File: src/rtl/rr_pkg.sv
// Shared types and sizes for the round-robin grant sequencer.
package rr_pkg;

  localparam int NUM_REQ = 4;
  localparam int IDX_W   = 2;

  typedef enum logic [1:0] {
    IDLE    = 2'b00,
    GRANT   = 2'b01,
    RELEASE = 2'b10
  } rr_state_t;

endpackage

File: src/rtl/rr_grant_sequencer_chk.sv
// Protocol checker for the grant sequencer outputs (dead cycle, timeout pulse, stable owner).
module rr_grant_sequencer_chk (
  input logic       clk,
  input logic       rst_n,
  input logic       gnt_valid,
  input logic [1:0] gnt_idx,
  input logic       timeout
);

  // A release is always followed by at least one cycle with no grant.
  a_dead_cycle : assert property (@(posedge clk) disable iff (!rst_n)
    $fell(gnt_valid) |=> !gnt_valid);

  // Timeout is a single-cycle pulse coinciding with the grant dropping.
  a_timeout_pulse : assert property (@(posedge clk) disable iff (!rst_n)
    timeout |=> !timeout);

  a_timeout_release : assert property (@(posedge clk) disable iff (!rst_n)
    timeout |-> $fell(gnt_valid));

  // The owner index cannot change underneath an active grant.
  a_owner_stable : assert property (@(posedge clk) disable iff (!rst_n)
    (gnt_valid && $past(gnt_valid)) |-> $stable(gnt_idx));

endmodule

File: src/rtl/rr_pick.sv
// Rotating-priority picker: first set request scanning ptr+1 .. ptr+4 (mod 4).
import rr_pkg::*;

module rr_pick (
  input  logic [NUM_REQ-1:0] req,
  input  logic [IDX_W-1:0]   ptr,
  output logic               any,
  output logic [IDX_W-1:0]   idx
);

  // Scan in priority order; the channel at ptr itself is checked last.
  always_comb begin
    any = 1'b0;
    idx = ptr;
    for (int k = 1; k <= NUM_REQ; k++) begin
      if (!any && req[ptr + IDX_W'(k)]) begin
        any = 1'b1;
        idx = ptr + IDX_W'(k);
      end else begin
        any = any;
      end
    end
  end

endmodule

File: src/rtl/rr_grant_sequencer.sv
// 4-way round-robin arbiter driving a 2-to-4 channel decoder (gnt_idx[1]->x, gnt_idx[0]->y).
// Optional forced release after HOLD_MAX grant cycles when RR_TIMEOUT_EN is defined.
import rr_pkg::*;

module rr_grant_sequencer #(
  parameter int HOLD_MAX = 15,
  parameter int CNT_W    = 4
) (
  input  logic       clk,
  input  logic       rst_n,
  input  logic [3:0] req,
  input  logic       done,
  output logic       gnt_valid,
  output logic [1:0] gnt_idx,
  output logic       timeout
);

  rr_state_t        state_r;
  logic [IDX_W-1:0] ptr_r;
  logic [IDX_W-1:0] gnt_idx_r;
  logic             gnt_valid_r;
  logic             pick_any_s;
  logic [IDX_W-1:0] pick_idx_s;
  logic             owner_req_s;
  logic             release_s;
  logic             expire_s;

  if ((2 ** CNT_W) <= HOLD_MAX) begin : g_cfg_check
    $error("rr_grant_sequencer: CNT_W too narrow for HOLD_MAX");
  end

  rr_pick u_pick (
    .req (req),
    .ptr (ptr_r),
    .any (pick_any_s),
    .idx (pick_idx_s)
  );

  // done and owner-abort share one release path, so both together release once.
  assign owner_req_s = req[gnt_idx_r];
  assign release_s   = done | ~owner_req_s;

`ifdef RR_TIMEOUT_EN
  logic [CNT_W-1:0] hold_cnt_r;
  logic             timeout_r;

  assign expire_s = (hold_cnt_r == CNT_W'(HOLD_MAX));
  assign timeout  = timeout_r;
`else
  assign expire_s = 1'b0;
  assign timeout  = 1'b0;
`endif

  // Arbitration FSM with registered grant outputs and hold counter.
  always_ff @(posedge clk or negedge rst_n) begin
    if (!rst_n) begin
      state_r     <= IDLE;
      ptr_r       <= 2'd3;
      gnt_idx_r   <= 2'd0;
      gnt_valid_r <= 1'b0;
`ifdef RR_TIMEOUT_EN
      hold_cnt_r  <= '0;
      timeout_r   <= 1'b0;
`endif
    end else begin
`ifdef RR_TIMEOUT_EN
      timeout_r <= 1'b0;
`endif
      case (state_r)
        IDLE: begin
          if (pick_any_s) begin
            state_r     <= GRANT;
            gnt_idx_r   <= pick_idx_s;
            ptr_r       <= pick_idx_s;
            gnt_valid_r <= 1'b1;
`ifdef RR_TIMEOUT_EN
            hold_cnt_r  <= '0;
`endif
          end else begin
            state_r     <= IDLE;
            gnt_valid_r <= 1'b0;
          end
        end
        GRANT: begin
          if (release_s) begin
            state_r     <= RELEASE;
            gnt_valid_r <= 1'b0;
          end else if (expire_s) begin
            state_r     <= RELEASE;
            gnt_valid_r <= 1'b0;
`ifdef RR_TIMEOUT_EN
            timeout_r   <= 1'b1;
`endif
          end else begin
            state_r     <= GRANT;
            gnt_valid_r <= 1'b1;
`ifdef RR_TIMEOUT_EN
            hold_cnt_r  <= hold_cnt_r + CNT_W'(1);
`endif
          end
        end
        RELEASE: begin
          state_r     <= IDLE;
          gnt_valid_r <= 1'b0;
        end
        default: begin
          state_r     <= IDLE;
          gnt_valid_r <= 1'b0;
        end
      endcase
    end
  end

  assign gnt_valid = gnt_valid_r;
  assign gnt_idx   = gnt_idx_r;

  rr_grant_sequencer_chk u_chk (
    .clk       (clk),
    .rst_n     (rst_n),
    .gnt_valid (gnt_valid),
    .gnt_idx   (gnt_idx),
    .timeout   (timeout)
  );

endmodule

File: config.mk
export PLATFORM = sky130hd
export DESIGN_NAME = rr_grant_sequencer
export DESIGN_NICKNAME = d
export VERILOG_FILES = /design/src/rtl/rr_pkg.sv /design/src/rtl/rr_grant_sequencer_chk.sv /design/src/rtl/rr_pick.sv /design/src/rtl/rr_grant_sequencer.sv
export SDC_FILE = /design/constraint.sdc
export NUM_CORES = 1
export LEC_CHECK = 0
export BUFFER_PORTS_ARGS = -buffer_cell sky130_fd_sc_hd__buf_2
export CORE_AREA = 2 2 39 41
export DETAILED_ROUTE_END_ITERATION = 6
export DIE_AREA = 0 0 41 43
export GPL_TIMING_DRIVEN = 0
export RECOVER_POWER = 25
export SLEW_MARGIN = 15
export SYNTH_ARGS = -nofsm -noshare
export SYNTH_HDL_FRONTEND = slang
export SYNTH_SLANG_ARGS = --single-unit
export TNS_END_PERCENT = 100
File: constraint.sdc
create_clock -name clk -period 1.3 [get_ports clk]
set_input_delay 0.13 -clock clk [delete_from_list [all_inputs] [get_ports clk]]
set_output_delay 0.13 -clock clk [all_outputs]
set_load 0.005 [all_outputs]
# Yosys cells after proc, flatten, opt, wreduce, memory -nomap -nowiden

Index checks and enable logic that the tools add are counted.

Register bits: 7
Bits of input ports: 7
Output and inout bits: 4

Add/sub/neg operators: 3
Magnitude comparators: 5
Eq/ne operators: 1
Multiplexer cells: 24
Bitwise gates (word level): 2
Reduce and logical (&&, ||, !) cells: 8

Operator list:

| kind                  | number |
|---|---|
| $lt A2 B3 Y1 const B  | 5 |
| $mux W1               | 12 |
| $bmux W1 S2           | 5 |
| $mux W2               | 5 |
| $add A2 B2 Y2 const B | 2 |
| $pmux W2 S2           | 1 |
| $logic_and A1 B1 Y1   | 3 |
| $logic_not A1 Y1      | 3 |
| $add A2 B1 Y2 const B | 1 |
| $eq A2 B1 Y1 const B  | 1 |
| $logic_not A2 Y1      | 1 |
| $pmux W1 S2           | 1 |
| $reduce_and A2 Y1     | 1 |
| $not A1 Y1            | 1 |
| $or A1 B1 Y1          | 1 |

# Logic depth before layout (Yosys ltp)

Depth after elaboration: 15
Depth in mapped cells: 4
Depth with buffers taken out: 4

# Hierarchy

Synthesis repeated with hierarchy kept, for this count alone.

Cell total of the unflattened synthesis: 36
Area, all modules: 374.1 µm²

By module, submodules not included:

| module             | times used | cells an instance | area each (µm²) | seq. area each (µm²) |
|---|---|---|---|---|
| rr_grant_sequencer | 1          | 22                | 291.5           | 152.6 |
| rr_pick            | 1          | 14                | 82.6            | 0.0 |

# Worst setup path before layout

Ideal clock, no wire load.

Path type: reg-to-reg
From: register ptr_r[0]
To: register gnt_idx_r[0], in the netlist gnt_idx[0]
Setup time: 0.146 ns
Arrival time: 0.900 ns
Data required time: 1.154 ns
Path slack: 0.254 ns
Cell stages (with the launch flop): 4
Cells stage by stage: dfstp_2 o22ai_1 o21ai_0 a41oi_1

Longest elaborated chain between the ends: 14
Elaborated cells between the ends (all ways): 26
Those cells by class: add/sub (3); mux (16); reduce/logical (7)

Ends and longest elaborated chain:

| what                               | line                         | text |
|---|---|---|
| from (decl)                        | rr_grant_sequencer.sv:19     | `logic [IDX_W-1:0] ptr_r;` |
| from (signal assigned)             | rr_grant_sequencer.sv:74     | `ptr_r <= pick_idx_s;` |
| $add A2 B1 Y2                      | rr_pick.sv:16, rr_pick.sv:18 |  |
| $bmux W1 S2                        | rr_pick.sv:16                | `if (!any && req[ptr + IDX_W'(k)]) begin` |
| $mux W1 (implied by the code)      | rr_pick.sv:16                |  |
| $mux W1                            | rr_pick.sv:16                |  |
| $logic_not A1 Y1                   | rr_pick.sv:16                |  |
| $logic_and A1 B1 Y1                | rr_pick.sv:16                |  |
| $mux W1                            | rr_pick.sv:16                |  |
| $logic_not A1 Y1                   | rr_pick.sv:16                |  |
| $logic_and A1 B1 Y1                | rr_pick.sv:16                |  |
| $mux W1                            | rr_pick.sv:16                |  |
| $logic_not A1 Y1                   | rr_pick.sv:16                |  |
| $logic_and A1 B1 Y1                | rr_pick.sv:16                |  |
| $mux W1                            | rr_pick.sv:16                |  |
| $reduce_and A2 Y1 (no source line) | --                           |  |
| to (signal assigned)               | rr_grant_sequencer.sv:73     | `gnt_idx_r <= pick_idx_s;` |
| to (decl)                          | rr_grant_sequencer.sv:20     | `logic [IDX_W-1:0] gnt_idx_r;` |

Several ways; a longest one is shown, not always the timed one. The select of a mux whose other input is x is not followed.
A chain may end at the register's enable or synchronous reset.

# Final worst setup path

Ends and elaborated chain as after synthesis.

==> summary.txt <==
Final layout
  – Nets: 60
  – Area taken by multi-input logic gates: 176 um^2
  – Diode insertion count for antenna repair: 0
  – Post-route cell area: around 440 um^2
  – Share of layout cells above drive strength 1: 0.314
  – Most common cell after layout, fill and taps aside: sky130_fd_sc_hd__buf_2
  – Layout area overhead: 28.0%
  – Leading cell types in the layout, fill and taps excluded: 8 x sky130_fd_sc_hd__buf_2, 5 x sky130_fd_sc_hd__nand2_1, 4 x sky130_fd_sc_hd__dfrtp_1
  – Register Area: roughly 150 um^2
  – Number of fillers in the final layout: ~160
  – Final standard cell count with taps included and fillers excluded: 67

Die
  – FP Rows: 14
  – Boundary pin count: 11
  – Overall die area: 1760 um^2
  – Die W: between 40 and 50 um
  – Height of the die: 43 um
  – Placeable core area: approximately 1400 um^2
  – Initial core utilization: 0.249

GRT
  – Antenna violations before repair: 0
  – First-pass GRT wire length: between 1000 and 1500 um
  – Via count of the first global-routing pass: around 320
  – Pin count of the biggest net entering global routing: 7
  – Global-route congestion overflow total: 0
  – GRT Resource Usage Total: 0.116

Timing
  – Maximum clock frequency: between 800 and 900 MHz
  – Crit share post-route: 0.908
  – Setup violators final: 0
  – Sum Neg Setup Slack: 0 ps
  – Final critical-path setup slack: 119 ps
  – RSZ-0062 raised after global routing: no
  – Max Transition Viols Final: 0
  – Min Clock Period, post-route: about 1200 ps
  – Post-route clock skew: 3.67 ps
  – Number of endpoints with negative hold slack in the final report: 0

Clock tree
  – Max H-tree Level: 1
  – Num CTS Buffers: 3
  – Clock latency of the later-clocked register in the worst-skew pair: 250 ps
  – Clock tree from TritonCTS: yes
  – Cts repair resizes: 0
  – Root buf cell: sky130_fd_sc_hd__clkbuf_4
  – Largest buffer count on any clock path: 2
  – Clock slew seen by the registers of the worst setup and hold paths: around 50 ps
  – # clock sinks: 6

Logic synthesis
  – Cell count after synthesis: 38
  – Share of synthesized area occupied by flip-flops and latches: 0.444
  – Number of synthesis warnings: 0
  – Number of distinct library cell variants in the gate-level netlist after synthesis: 22
  – Number of synthesized register bits: 6
  – Cell area after technology mapping: 344 um^2
  – Syn Area/Cell: 9.05 um^2
  – Syn nets: 45

Worst setup path
  – Arrival time of data at the critical path endpoint: around 1300 ps
  – Critical path class: flip-flop to flip-flop
  – Critical path required time: 1400 ps
  – Crit end category: flip-flop
  – Highest net fanout along the worst path: 6
  – Critical path startpoint category: flip-flop

Power and ir drop
  – Leakage power: between 0.15 and 0.2 nW
  – Power per Cell Area: 2100 nW/um^2
  – Worst voltage drop across the vdd grid: around 0.55 mV
  – Power share of the clock group: 0.191
  – Switching share of power: 0.373
  – Seq pwr share: 0.444
  – Internal power: 0.580 mW
  – Logic gate share of total power: 0.365
  – Power dissipated by switching net loads: roughly 0.35 mW

Flow run
  – Maximum capacitance violations: 0

Routing
  – Initial drt markers: 11
  – ANT nets after route: 0
  – Number of vias after detailed routing: 331
  – Total wire length after detailed routing: 739 um
  – Post-detailed-route wirelength per cell: roughly 11 um
  – First-pass DRT Iterations: 3
  – Residual DRC count: 0
  – Vias per std cell: between 4 and 5

Min path
  – Class of the tightest hold or removal check: primary input to flip-flop

Run status
  – Run status: finished clean

Place
  – Port Buf Inserts: 9
  – Placement Setup Slack: 125 ps
  – Post-DP HPWL: 580 um
  – Placed cell areas: about 410 um^2
  – Weighted congestion at the end of routability-driven global placement: between 0.6 and 0.7
  – Number of placed instances with taps included: 63
-- sequential cells by signal (all words and copies together) (netlist names) --
| name | count |
|---|---|
| gnt_idx | 2 |
| ptr_r | 2 |
| state_r | 2 |
-- what timing repair did --
item | in CTS | in global routing
hold buffers | 1 | 0
setup buffers | 0 | 0
hold endpoints to repair | 6 | 0
-- Yosys cell counts --
cell type | n | area [um^2]
sky130_fd_sc_hd__dfrtp_1 | 4 | 100
sky130_fd_sc_hd__o21ai_0 | 3 | 15.0
sky130_fd_sc_hd__o22ai_1 | 1 | 6.26
sky130_fd_sc_hd__o31ai_1 | 1 | 7.51
sky130_fd_sc_hd__buf_4 | 1 | 7.51
sky130_fd_sc_hd__nand2b_1 | 1 | 6.26
sky130_fd_sc_hd__mux2i_1 | 2 | 20.0
sky130_fd_sc_hd__nand2_2 | 1 | 6.26
sky130_fd_sc_hd__or4_4 | 1 | 11.3
sky130_fd_sc_hd__o221ai_1 | 2 | 17.5
sky130_fd_sc_hd__a41oi_1 | 1 | 8.76
sky130_fd_sc_hd__o211ai_1 | 1 | 7.51
sky130_fd_sc_hd__nand2_1 | 5 | 18.8
sky130_fd_sc_hd__a21oi_1 | 1 | 5.00
sky130_fd_sc_hd__nand3b_1 | 1 | 7.51
sky130_fd_sc_hd__nor3b_1 | 1 | 7.51
sky130_fd_sc_hd__inv_1 | 2 | 7.51
sky130_fd_sc_hd__dfstp_2 | 2 | 52.6
sky130_fd_sc_hd__nor2b_1 | 1 | 6.26
sky130_fd_sc_hd__nor3_1 | 2 | 10.0
sky130_fd_sc_hd__nor2_1 | 3 | 11.3
sky130_fd_sc_hd__conb_1 | 1 | 3.75
-- kinds of logic after synthesis --
| logic type | after synthesis | share of synthesized area |
|---|---|---|
| AO/OA/AOI/OAI | 10 | 0.196 |
| buffers and inverters | 3 | 0.0437 |
| flip-flops | 6 | 0.444 |
| multiplexers | 2 | 0.0582 |
| other | 1 | 0.0109 |
| AND/OR/NAND/NOR | 16 | 0.247 |
-- critical path, stage by stage, from the launching register on --
cell                      delay [ps]
sky130_fd_sc_hd__dfstp_2         570
sky130_fd_sc_hd__o22ai_1          80
sky130_fd_sc_hd__o21ai_0         230
sky130_fd_sc_hd__a41oi_1         150
-- final timing paths --
path	from	depth (start not counted)	slack (ps)	endpoint
min in group asynchronous	rst_n	2	290	state_r[0]
max reg2reg	ptr_r[0]	3	120	gnt_idx[0]
min	req[3]	3	210	ptr_r[1]
max	ptr_r[0]	3	120	gnt_idx[0]
min reg2reg	ptr_r[1]	2	480	ptr_r[1]
max in group asynchronous	rst_n	2	720	ptr_r[0]
-- per-layer routing --
metal | GRT usage | vias up | routed length, um
met3 | 0.0471 | 2 | 42
met4 | 0.0800 | 0 | 19
met2 | 0.156 | 9 | 340
met1 | 0.143 | 156 | 336
met5 | 0 | - | 0
li1 | - | 164 | -
-- power by group through the flow --
stage | sequential [mW] | clock (mW) | combinational, mW
after floorplan | 0.393 | 0 | 0.235
after global placement | 0.409 | 0 | 0.338
after detailed placement | 0.414 | 0 | 0.339
after CTS | 0.412 | 0.184 | 0.343
after global routing | 0.433 | 0.191 | 0.394
final | 0.411 | 0.176 | 0.338
-- stage by stage --
stage               power [mW]  utilization  hold WS, ps
floorplan                0.628            -         -166
global placement         0.747        0.296        -36.0
detailed placement       0.753        0.296        -37.2
CTS                      0.938        0.319          211
global route              1.02        0.318          234
finish                   0.925        0.318          213
-- cell type report --
cell class / instances / share of cell area
buffer: 1 / 0.0170
multi-input combinational: 29 / 0.401
inverter: 2 / 0.0170
timing repair buffer: 10 / 0.122
sequential: 6 / 0.347
tap: 16 / 0.0455
clock buffer: 3 / 0.0511
No activity file was read; power rests on OpenSTA's default activity.
